--- src/rtl/sd_read_block_dat.sv ---
// ============================================================================
// Module      : sd_read_block_dat
// Description : SDIO DAT-line block receiver (1/4-bit), byte stream out,
//               per-lane CRC16 and end-bit checking, multi-block with timeout.
// Revision    : 1.0 - initial release
// ============================================================================
`default_nettype none

module sd_read_block_dat #(
   parameter int BLOCK_MAX     = 512,
   parameter int TIMEOUT_EDGES = 4096,
   localparam int LW           = $clog2(BLOCK_MAX) + 1
) (
   input  logic          clock,
   input  logic          reset,
   input  logic          sd_clock,
   input  logic [3:0]    sd_data,
   input  logic          bus_width_4,
   input  logic          start_strobe,
   input  logic [LW-1:0] block_len,
   input  logic [8:0]    block_count,
   input  logic          abort,
   output logic          byte_strobe,
   output logic [7:0]    byte_out,
   output logic          block_done_strobe,
   output logic          block_crc_ok,
   output logic          end_bit_err,
   output logic          crc_err,
   output logic          timeout,
   output logic          all_done_strobe,
   output logic          busy
);

   localparam logic [2:0] ST_IDLE    = 3'd0;
   localparam logic [2:0] ST_WAIT    = 3'd1;
   localparam logic [2:0] ST_DATA    = 3'd2;
   localparam logic [2:0] ST_CRC     = 3'd3;
   localparam logic [2:0] ST_END_BIT = 3'd4;

   logic [2:0]       state_q, state_d;
   logic             s2_q, s3_q;
   logic [3:0]       d2_q;
   logic [3:0]       prev_q, prev_d;
   logic             width4_q, width4_d;
   logic [LW-1:0]    len_q, len_d;
   logic [8:0]       count_q, count_d;
   logic [8:0]       rem_q, rem_d;
   logic [LW-1:0]    byte_cnt_q, byte_cnt_d;
   logic [2:0]       bit_cnt_q, bit_cnt_d;
   logic [3:0]       crc_idx_q, crc_idx_d;
   logic [15:0]      tcnt_q, tcnt_d;
   logic [7:0]       sr_q, sr_d;
   logic [3:0][15:0] crc_q, crc_d;
   logic             ok_q, ok_d;
   logic             byte_strobe_q, byte_strobe_d;
   logic [7:0]       byte_out_q, byte_out_d;
   logic             block_done_q, block_done_d;
   logic             block_crc_ok_q, block_crc_ok_d;
   logic             end_bit_err_q, end_bit_err_d;
   logic             crc_err_q, crc_err_d;
   logic             timeout_q, timeout_d;
   logic             all_done_q, all_done_d;

   function automatic logic [15:0] crc16_step(input logic [15:0] c, input logic b);
      logic fb;
      fb = b ^ c[15];
      return {c[14:0], 1'b0} ^ (fb ? 16'h1021 : 16'h0000);
   endfunction

   logic          edge_w;
   logic [3:0]    mask_w;
   logic [3:0]    lanes_w;
   logic          all1_w, all0_w, prev_all1_w;
   logic          start_bit_w, tmo_hit_w;
   logic          byte_last_w, last_byte_w, crc_last_w, end_w, more_w;
   logic [7:0]    sr_new_w;
   logic [LW-1:0] eff_len_w;

   assign edge_w      = s2_q & ~s3_q;
   assign mask_w      = width4_q ? 4'hF : 4'h1;
   assign lanes_w     = d2_q & mask_w;
   assign all1_w      = (lanes_w == mask_w);
   assign all0_w      = (lanes_w == 4'h0);
   assign prev_all1_w = ((prev_q & mask_w) == mask_w);
   assign start_bit_w = edge_w && (state_q == ST_WAIT) && all0_w && prev_all1_w;
   assign tmo_hit_w   = edge_w && (state_q == ST_WAIT) && !start_bit_w &&
                        (TIMEOUT_EDGES != 0) && ((tcnt_q + 16'd1) == 16'(TIMEOUT_EDGES));
   assign byte_last_w = width4_q ? (bit_cnt_q == 3'd1) : (bit_cnt_q == 3'd7);
   assign last_byte_w = edge_w && (state_q == ST_DATA) && byte_last_w && (byte_cnt_q == LW'(1));
   assign crc_last_w  = edge_w && (state_q == ST_CRC) && (crc_idx_q == 4'd15);
   assign end_w       = edge_w && (state_q == ST_END_BIT);
   assign more_w      = (count_q == 9'd0) || (rem_q != 9'd1);
   assign sr_new_w    = width4_q ? {sr_q[3:0], d2_q} : {sr_q[6:0], d2_q[0]};
   assign eff_len_w   = ((block_len == '0) || (block_len > LW'(BLOCK_MAX))) ? LW'(BLOCK_MAX) : block_len;

   always_ff @(posedge clock or posedge reset) begin
      if (reset) begin
         state_q <= ST_IDLE;
      end else begin
         state_q <= state_d;
      end
   end

   always_comb begin
      state_d = state_q;
      if (abort) begin
         state_d = ST_IDLE;
      end else if (start_strobe) begin
         state_d = ST_WAIT;
      end else begin
         case (state_q)
            ST_WAIT:    if (start_bit_w) state_d = ST_DATA;
                        else if (tmo_hit_w) state_d = ST_IDLE;
            ST_DATA:    if (last_byte_w) state_d = ST_CRC;
            ST_CRC:     if (crc_last_w) state_d = ST_END_BIT;
            ST_END_BIT: if (end_w) state_d = more_w ? ST_WAIT : ST_IDLE;
            default:    state_d = state_q;
         endcase
      end
   end

   // Datapath and registered outputs; strobes default low every cycle.
   always_comb begin
      prev_d         = prev_q;
      width4_d       = width4_q;
      len_d          = len_q;
      count_d        = count_q;
      rem_d          = rem_q;
      byte_cnt_d     = byte_cnt_q;
      bit_cnt_d      = bit_cnt_q;
      crc_idx_d      = crc_idx_q;
      tcnt_d         = tcnt_q;
      sr_d           = sr_q;
      crc_d          = crc_q;
      ok_d           = ok_q;
      byte_strobe_d  = 1'b0;
      byte_out_d     = byte_out_q;
      block_done_d   = 1'b0;
      block_crc_ok_d = block_crc_ok_q;
      end_bit_err_d  = end_bit_err_q;
      crc_err_d      = crc_err_q;
      timeout_d      = timeout_q;
      all_done_d     = 1'b0;
      if (abort) begin
         prev_d = prev_q;
      end else if (start_strobe) begin
         width4_d      = bus_width_4;
         len_d         = eff_len_w;
         count_d       = block_count;
         rem_d         = block_count;
         end_bit_err_d = 1'b0;
         crc_err_d     = 1'b0;
         timeout_d     = 1'b0;
         crc_d         = '0;
         prev_d        = 4'hF;
         tcnt_d        = 16'd0;
      end else if (edge_w) begin
         case (state_q)
            ST_WAIT: begin
               prev_d = d2_q;
               if (TIMEOUT_EDGES != 0) tcnt_d = tcnt_q + 16'd1;
               if (start_bit_w) begin
                  byte_cnt_d = len_q;
                  bit_cnt_d  = 3'd0;
                  ok_d       = 1'b1;
               end
               if (tmo_hit_w) timeout_d = 1'b1;
            end
            ST_DATA: begin
               sr_d = sr_new_w;
               for (int i = 0; i < 4; i++) begin
                  if (mask_w[i]) crc_d[i] = crc16_step(crc_q[i], d2_q[i]);
               end
               if (byte_last_w) begin
                  bit_cnt_d     = 3'd0;
                  byte_out_d    = sr_new_w;
                  byte_strobe_d = 1'b1;
                  byte_cnt_d    = byte_cnt_q - LW'(1);
                  crc_idx_d     = 4'd0;
               end else begin
                  bit_cnt_d = bit_cnt_q + 3'd1;
               end
            end
            ST_CRC: begin
               for (int i = 0; i < 4; i++) begin
                  if (mask_w[i] && (d2_q[i] != crc_q[i][4'd15 - crc_idx_q])) ok_d = 1'b0;
               end
               crc_idx_d = crc_idx_q + 4'd1;
            end
            ST_END_BIT: begin
               if (!all1_w) end_bit_err_d = 1'b1;
               block_done_d   = 1'b1;
               block_crc_ok_d = ok_q;
               if (!ok_q) crc_err_d = 1'b1;
               if (count_q != 9'd0) rem_d = rem_q - 9'd1;
               if (more_w) begin
                  crc_d  = '0;
                  prev_d = 4'hF;
                  tcnt_d = 16'd0;
               end else begin
                  all_done_d = 1'b1;
               end
            end
            default: prev_d = prev_q;
         endcase
      end
   end

   always_ff @(posedge clock or posedge reset) begin
      if (reset) begin
         s2_q           <= 1'b0;
         s3_q           <= 1'b0;
         d2_q           <= 4'h0;
         prev_q         <= 4'hF;
         width4_q       <= 1'b0;
         len_q          <= '0;
         count_q        <= 9'd0;
         rem_q          <= 9'd0;
         byte_cnt_q     <= '0;
         bit_cnt_q      <= 3'd0;
         crc_idx_q      <= 4'd0;
         tcnt_q         <= 16'd0;
         sr_q           <= 8'h00;
         crc_q          <= '0;
         ok_q           <= 1'b0;
         byte_strobe_q  <= 1'b0;
         byte_out_q     <= 8'h00;
         block_done_q   <= 1'b0;
         block_crc_ok_q <= 1'b0;
         end_bit_err_q  <= 1'b0;
         crc_err_q      <= 1'b0;
         timeout_q      <= 1'b0;
         all_done_q     <= 1'b0;
      end else begin
         s2_q           <= sd_clock;
         s3_q           <= s2_q;
         d2_q           <= sd_data;
         prev_q         <= prev_d;
         width4_q       <= width4_d;
         len_q          <= len_d;
         count_q        <= count_d;
         rem_q          <= rem_d;
         byte_cnt_q     <= byte_cnt_d;
         bit_cnt_q      <= bit_cnt_d;
         crc_idx_q      <= crc_idx_d;
         tcnt_q         <= tcnt_d;
         sr_q           <= sr_d;
         crc_q          <= crc_d;
         ok_q           <= ok_d;
         byte_strobe_q  <= byte_strobe_d;
         byte_out_q     <= byte_out_d;
         block_done_q   <= block_done_d;
         block_crc_ok_q <= block_crc_ok_d;
         end_bit_err_q  <= end_bit_err_d;
         crc_err_q      <= crc_err_d;
         timeout_q      <= timeout_d;
         all_done_q     <= all_done_d;
      end
   end

   assign byte_strobe       = byte_strobe_q;
   assign byte_out          = byte_out_q;
   assign block_done_strobe = block_done_q;
   assign block_crc_ok      = block_crc_ok_q;
   assign end_bit_err       = end_bit_err_q;
   assign crc_err           = crc_err_q;
   assign timeout           = timeout_q;
   assign all_done_strobe   = all_done_q;
   assign busy              = (state_q != ST_IDLE);

endmodule

`default_nettype wire
--- config.mk ---
export PLATFORM = sky130hd
export DESIGN_NAME = sd_read_block_dat
export DESIGN_NICKNAME = d
export VERILOG_FILES = /design/src/rtl/sd_read_block_dat.sv
export SDC_FILE = /design/constraint.sdc
export NUM_CORES = 1
export LEC_CHECK = 0
export ABC_CLOCK_PERIOD_IN_PS = 6500
export BUFFER_PORTS_ARGS = -buffer_cell sky130_fd_sc_hd__buf_4
export CELL_PAD_IN_SITES_DETAIL_PLACEMENT = 1
export CELL_PAD_IN_SITES_GLOBAL_PLACEMENT = 1
export CORE_UTILIZATION = 48
export DETAILED_ROUTE_END_ITERATION = 7
export PLACE_DENSITY_LB_ADDON = 0.1
export SYNTH_ARGS = -nofsm -noshare
export SYNTH_HDL_FRONTEND = slang
export SYNTH_SLANG_ARGS = --single-unit
--- constraint.sdc ---
create_clock -name clock -period 6.5 [get_ports clock]
set_input_delay 0.325 -clock clock [delete_from_list [all_inputs] [get_ports clock]]
set_output_delay 0.325 -clock clock [all_outputs]
set_load 0.1 [all_outputs]
==> summary.txt <==
Route
  – Vias per cell: just under 6
  – Antenna viol nets, final: 0
  – Routed WL: 21.7 mm
  – DRC: 0
  – WL per Instance: between 15 and 20 um
  – DRT iter0 DRCs: just under 300
  – Vias: 6563
  – DR pass1 iterations: 4

GRT
  – Pin count of the biggest net entering global routing: 97
  – Grt peak-use layer: met2
  – Total GRT Usage: 0.263
  – Total gr overflow: 0
  – Vias in the first global route: slightly above 7000
  – Met3 capacity usage during global routing: 0.0503
  – First-pass GRT wire length: between 30 and 40 mm
  – Antenna violations before repair: 0
  – Met2 Use GR: 0.449
  – Met1 GRT Util: 0.333

Synthesis
  – Cells after Synth: 879
  – Netlist cell types: between 60 and 70
  – Ys flop type: dfrtp_1
  – Most common cell in the netlist: nand2_1
  – Area leader, netlist: dfrtp_1
  – Async SR Flop Fraction: 1.00
  – Commonest cells in the netlist: 184 x nand2_1, 158 x dfrtp_1, 93 x o21ai_0
  – Largest cells by area after synthesis: dfrtp_1 47%, nand2_1 8.3%, o21ai_0 5.6%
  – Syn Area/Cell: between 9 and 10 um^2
  – Yosys top cell area share: 0.473
  – Post-synth EDFFs: 0
  – Sequential share of the synthesized area: 0.486
  – FF+latch count, synth: between 150 and 200
  – Post-synth net total: roughly 920
  – Syn Std Cell Area: 8360 um^2
  – Synth warn: 0

Clock tree
  – Clock Latency Late Sink: roughly 0.43 ns
  – Clk buf depth: 2
  – CTS tree: yes
  – CTS Root Cell: clkbuf_16
  – Reg clk slew, reported paths: approximately 0.060 ns
  – Cts repair resizes: 0
  – CTS Buf Count: 17
  – H-tree depth: 4
  – CTS sink count: about 160

Critical path
  – Flop2flop setup slack: about 3.1 ns
  – Worst Path Buf+Inv: 0
  – Crit. End Element: register
  – Crit path max-delay family: simple AND/OR/NAND/NOR gates
  – FF-to-FF End: crc_q[5]$_DFFE_PP0P_
  – Worst path max stage delay: ~0.9 ns
  – Crit path max fanout: 32
  – CP Cell Sequence: or3b_1 > nand2b_1 > o221ai_2 > o31ai_1
  – Cells on worst reg2reg path: 4
  – Kind of critical path: reg -> reg
  – Worst Path Arrival: roughly 3.7 ns
  – FF-to-FF Start: state_q[2]$_DFFE_PP0P_
  – CP startpoint kind: register
  – Critical Path RT: between 6 and 7 ns
  – Critical-path top delay cell: nand2b_1

STA
  – Finish-stage setup viols: 0
  – Post-layout min period: about 3.4 ns
  – TNS Setup: 0 ns
  – Clock Skew: ~0.012 ns
  – FMAX: roughly 0.30 GHz
  – Final Hold Viols: 0
  – Slew Limit Headroom: 0.182
  – Slew Limit Fails: 0
  – Period utilisation layout: 0.518
  – RSZ-0062 raised after global routing: no
  – Hold Slack: between 0.05 and 0.06 ns
  – Slew of the pin with the lowest slew margin: around 1.2 ns

Die
  – Die area: between 15000 and 20000 um^2
  – Starting Density: 0.497
  – Num rows: 47
  – IO Pins: between 40 and 50
  – Core ar.: approximately 17000 um^2
  – Die Ht: between 100 and 150 um
  – Chip width: 134 um

Power and ir drop
  – Pwr dens: roughly 260 nW/um^2
  – Cell leakage power: between 3 and 4 nW
  – Worst VDD drop: roughly 0.18 mV
  – Tot Pwr: 2.39 mW

Final layout
  – Antenna fix cells: 0
  – Final instance area: ~9300 um^2
  – P&R area growth vs syn: 11.1%
  – Nets@finish: around 930
  – Proportion of layout cells with a drive suffix above 1: 0.141

Flow run
  – Max_cap viols: 0

Min path
  – Min-delay worst type: in -> async

Place
  – Gpl congestion: approximately 0.81
  – PortBufs: between 40 and 50
  – Post-Place Cell Area: slightly below 9000 um^2
  – HPWL Detailed: ~14 mm

Status
  – Status: finished clean
-- metal layers --
| metal | vias up | routed length [um] |
|---|---|---|
| met5 | - | 0 |
| met4 | 0 | 449 |
| met3 | 33 | 434 |
| met2 | 71 | 11200 |
| met1 | 3347 | 9660 |
| li1 | 3112 | - |
-- placed cells by master, fill, tap and decap left out, types with 4 or more instances in the layout --
| master | instances |
|---|---|
| nor2b_1 | 8 |
| mux2i_1 | 18 |
| dlygate4sd3_1 | 5 |
| clkbuf_16 | 17 |
| nor2_1 | 61 |
| o21a_1 | 8 |
| nand4_1 | 9 |
| a31oi_1 | 6 |
| o41ai_1 | 4 |
| nor3_1 | 12 |
| inv_1 | 9 |
| o31ai_1 | 11 |
| xnor2_1 | 17 |
| nand2b_1 | 13 |
| o2bb2ai_1 | 4 |
| a22oi_1 | 4 |
| and3_1 | 9 |
| a22o_1 | 7 |
| o21ai_0 | 93 |
| a21oi_1 | 33 |
| nand2_1 | 184 |
| or3_1 | 4 |
| nor4_1 | 4 |
| and2_1 | 4 |
| xor2_1 | 5 |
| o21ai_1 | 25 |
| ha_1 | 7 |
| buf_4 | 49 |
| dfstp_2 | 4 |
| nand3_1 | 20 |
| clkinvlp_4 | 4 |
| mux4_2 | 17 |
| mux2_2 | 13 |
| dfrtp_1 | 158 |
| o211ai_1 | 4 |
-- per-stage QoR --
step	util	cells	setup slack [ns]
2_1_floorplan	-	879	1.81
3_3_place_gp	0.517	1088	3.41
3_5_place_dp	0.517	1088	3.19
4_1_cts	0.551	1122	3.17
5_1_grt	0.552	1123	2.83
6_report	0.552	1123	3.13
-- cell families after synthesis --
logic type	share of synthesized area
buffers and inverters	0.0427
DFF	0.486
xor gates and xnor gates	0.0230
AOI/OAI and AO/OA	0.160
muxes	0.0849
and+or+nand+nor	0.194
adders and majority gates	0.0105
-- registers in the layout (all words and copies together) (netlist names), 3 cells and up --
| name | count |
|---|---|
| d2_q | 4 |
| sr_q | 7 |
| crc_q | 64 |
| len_q | 10 |
| prev_q | 4 |
| byte_out | 8 |
| count_q | 9 |
| state_q | 3 |
| tcnt_q | 16 |
| bit_cnt_q | 3 |
| byte_cnt_q | 10 |
| crc_idx_q | 4 |
| rem_q | 9 |
-- repair_timing --
| action | CTS | global route |
|---|---|---|
| hold buffers | 4 | 1 |
| endpoints found under the setup margin | 0 | 0 |
| setup buffers | 0 | 0 |
| hold endpoints to repair | 4 | 1 |
-- power by group --
group	internal, mW	switching (mW)	total [mW]
Sequential	1.09	0.0810	1.17
Clock	0.523	0.418	0.941
Combinational	0.111	0.167	0.279
-- area by class of cell --
type	count	area, um^2
Sequential cell	162	4060
Multi-Input combinational cell	647	3950
Timing Repair Buffer	54	418
Clock inverter	12	110
Clock buffer	18	429
Tap cell	220	275
Inverter	10	42.5
Fill cell	1943	7530
-- worst max path at each step --
stage,startpoint,endpoint,cells past startpoint
finish,state_q[2]$_DFFE_PP0P_,crc_q[5]$_DFFE_PP0P_,4
detailed placement,state_q[2]$_DFFE_PP0P_,crc_q[5]$_DFFE_PP0P_,4
global placement,state_q[2]$_DFFE_PP0P_,crc_q[5]$_DFFE_PP0P_,4
floorplan,reset,all_done_strobe$_DFF_PP0_,1
CTS,state_q[2]$_DFFE_PP0P_,crc_q[5]$_DFFE_PP0P_,4
global route,state_q[0]$_DFFE_PP0P_,crc_q[7]$_DFFE_PP0P_,4
(Power assumes the default switching activity.)
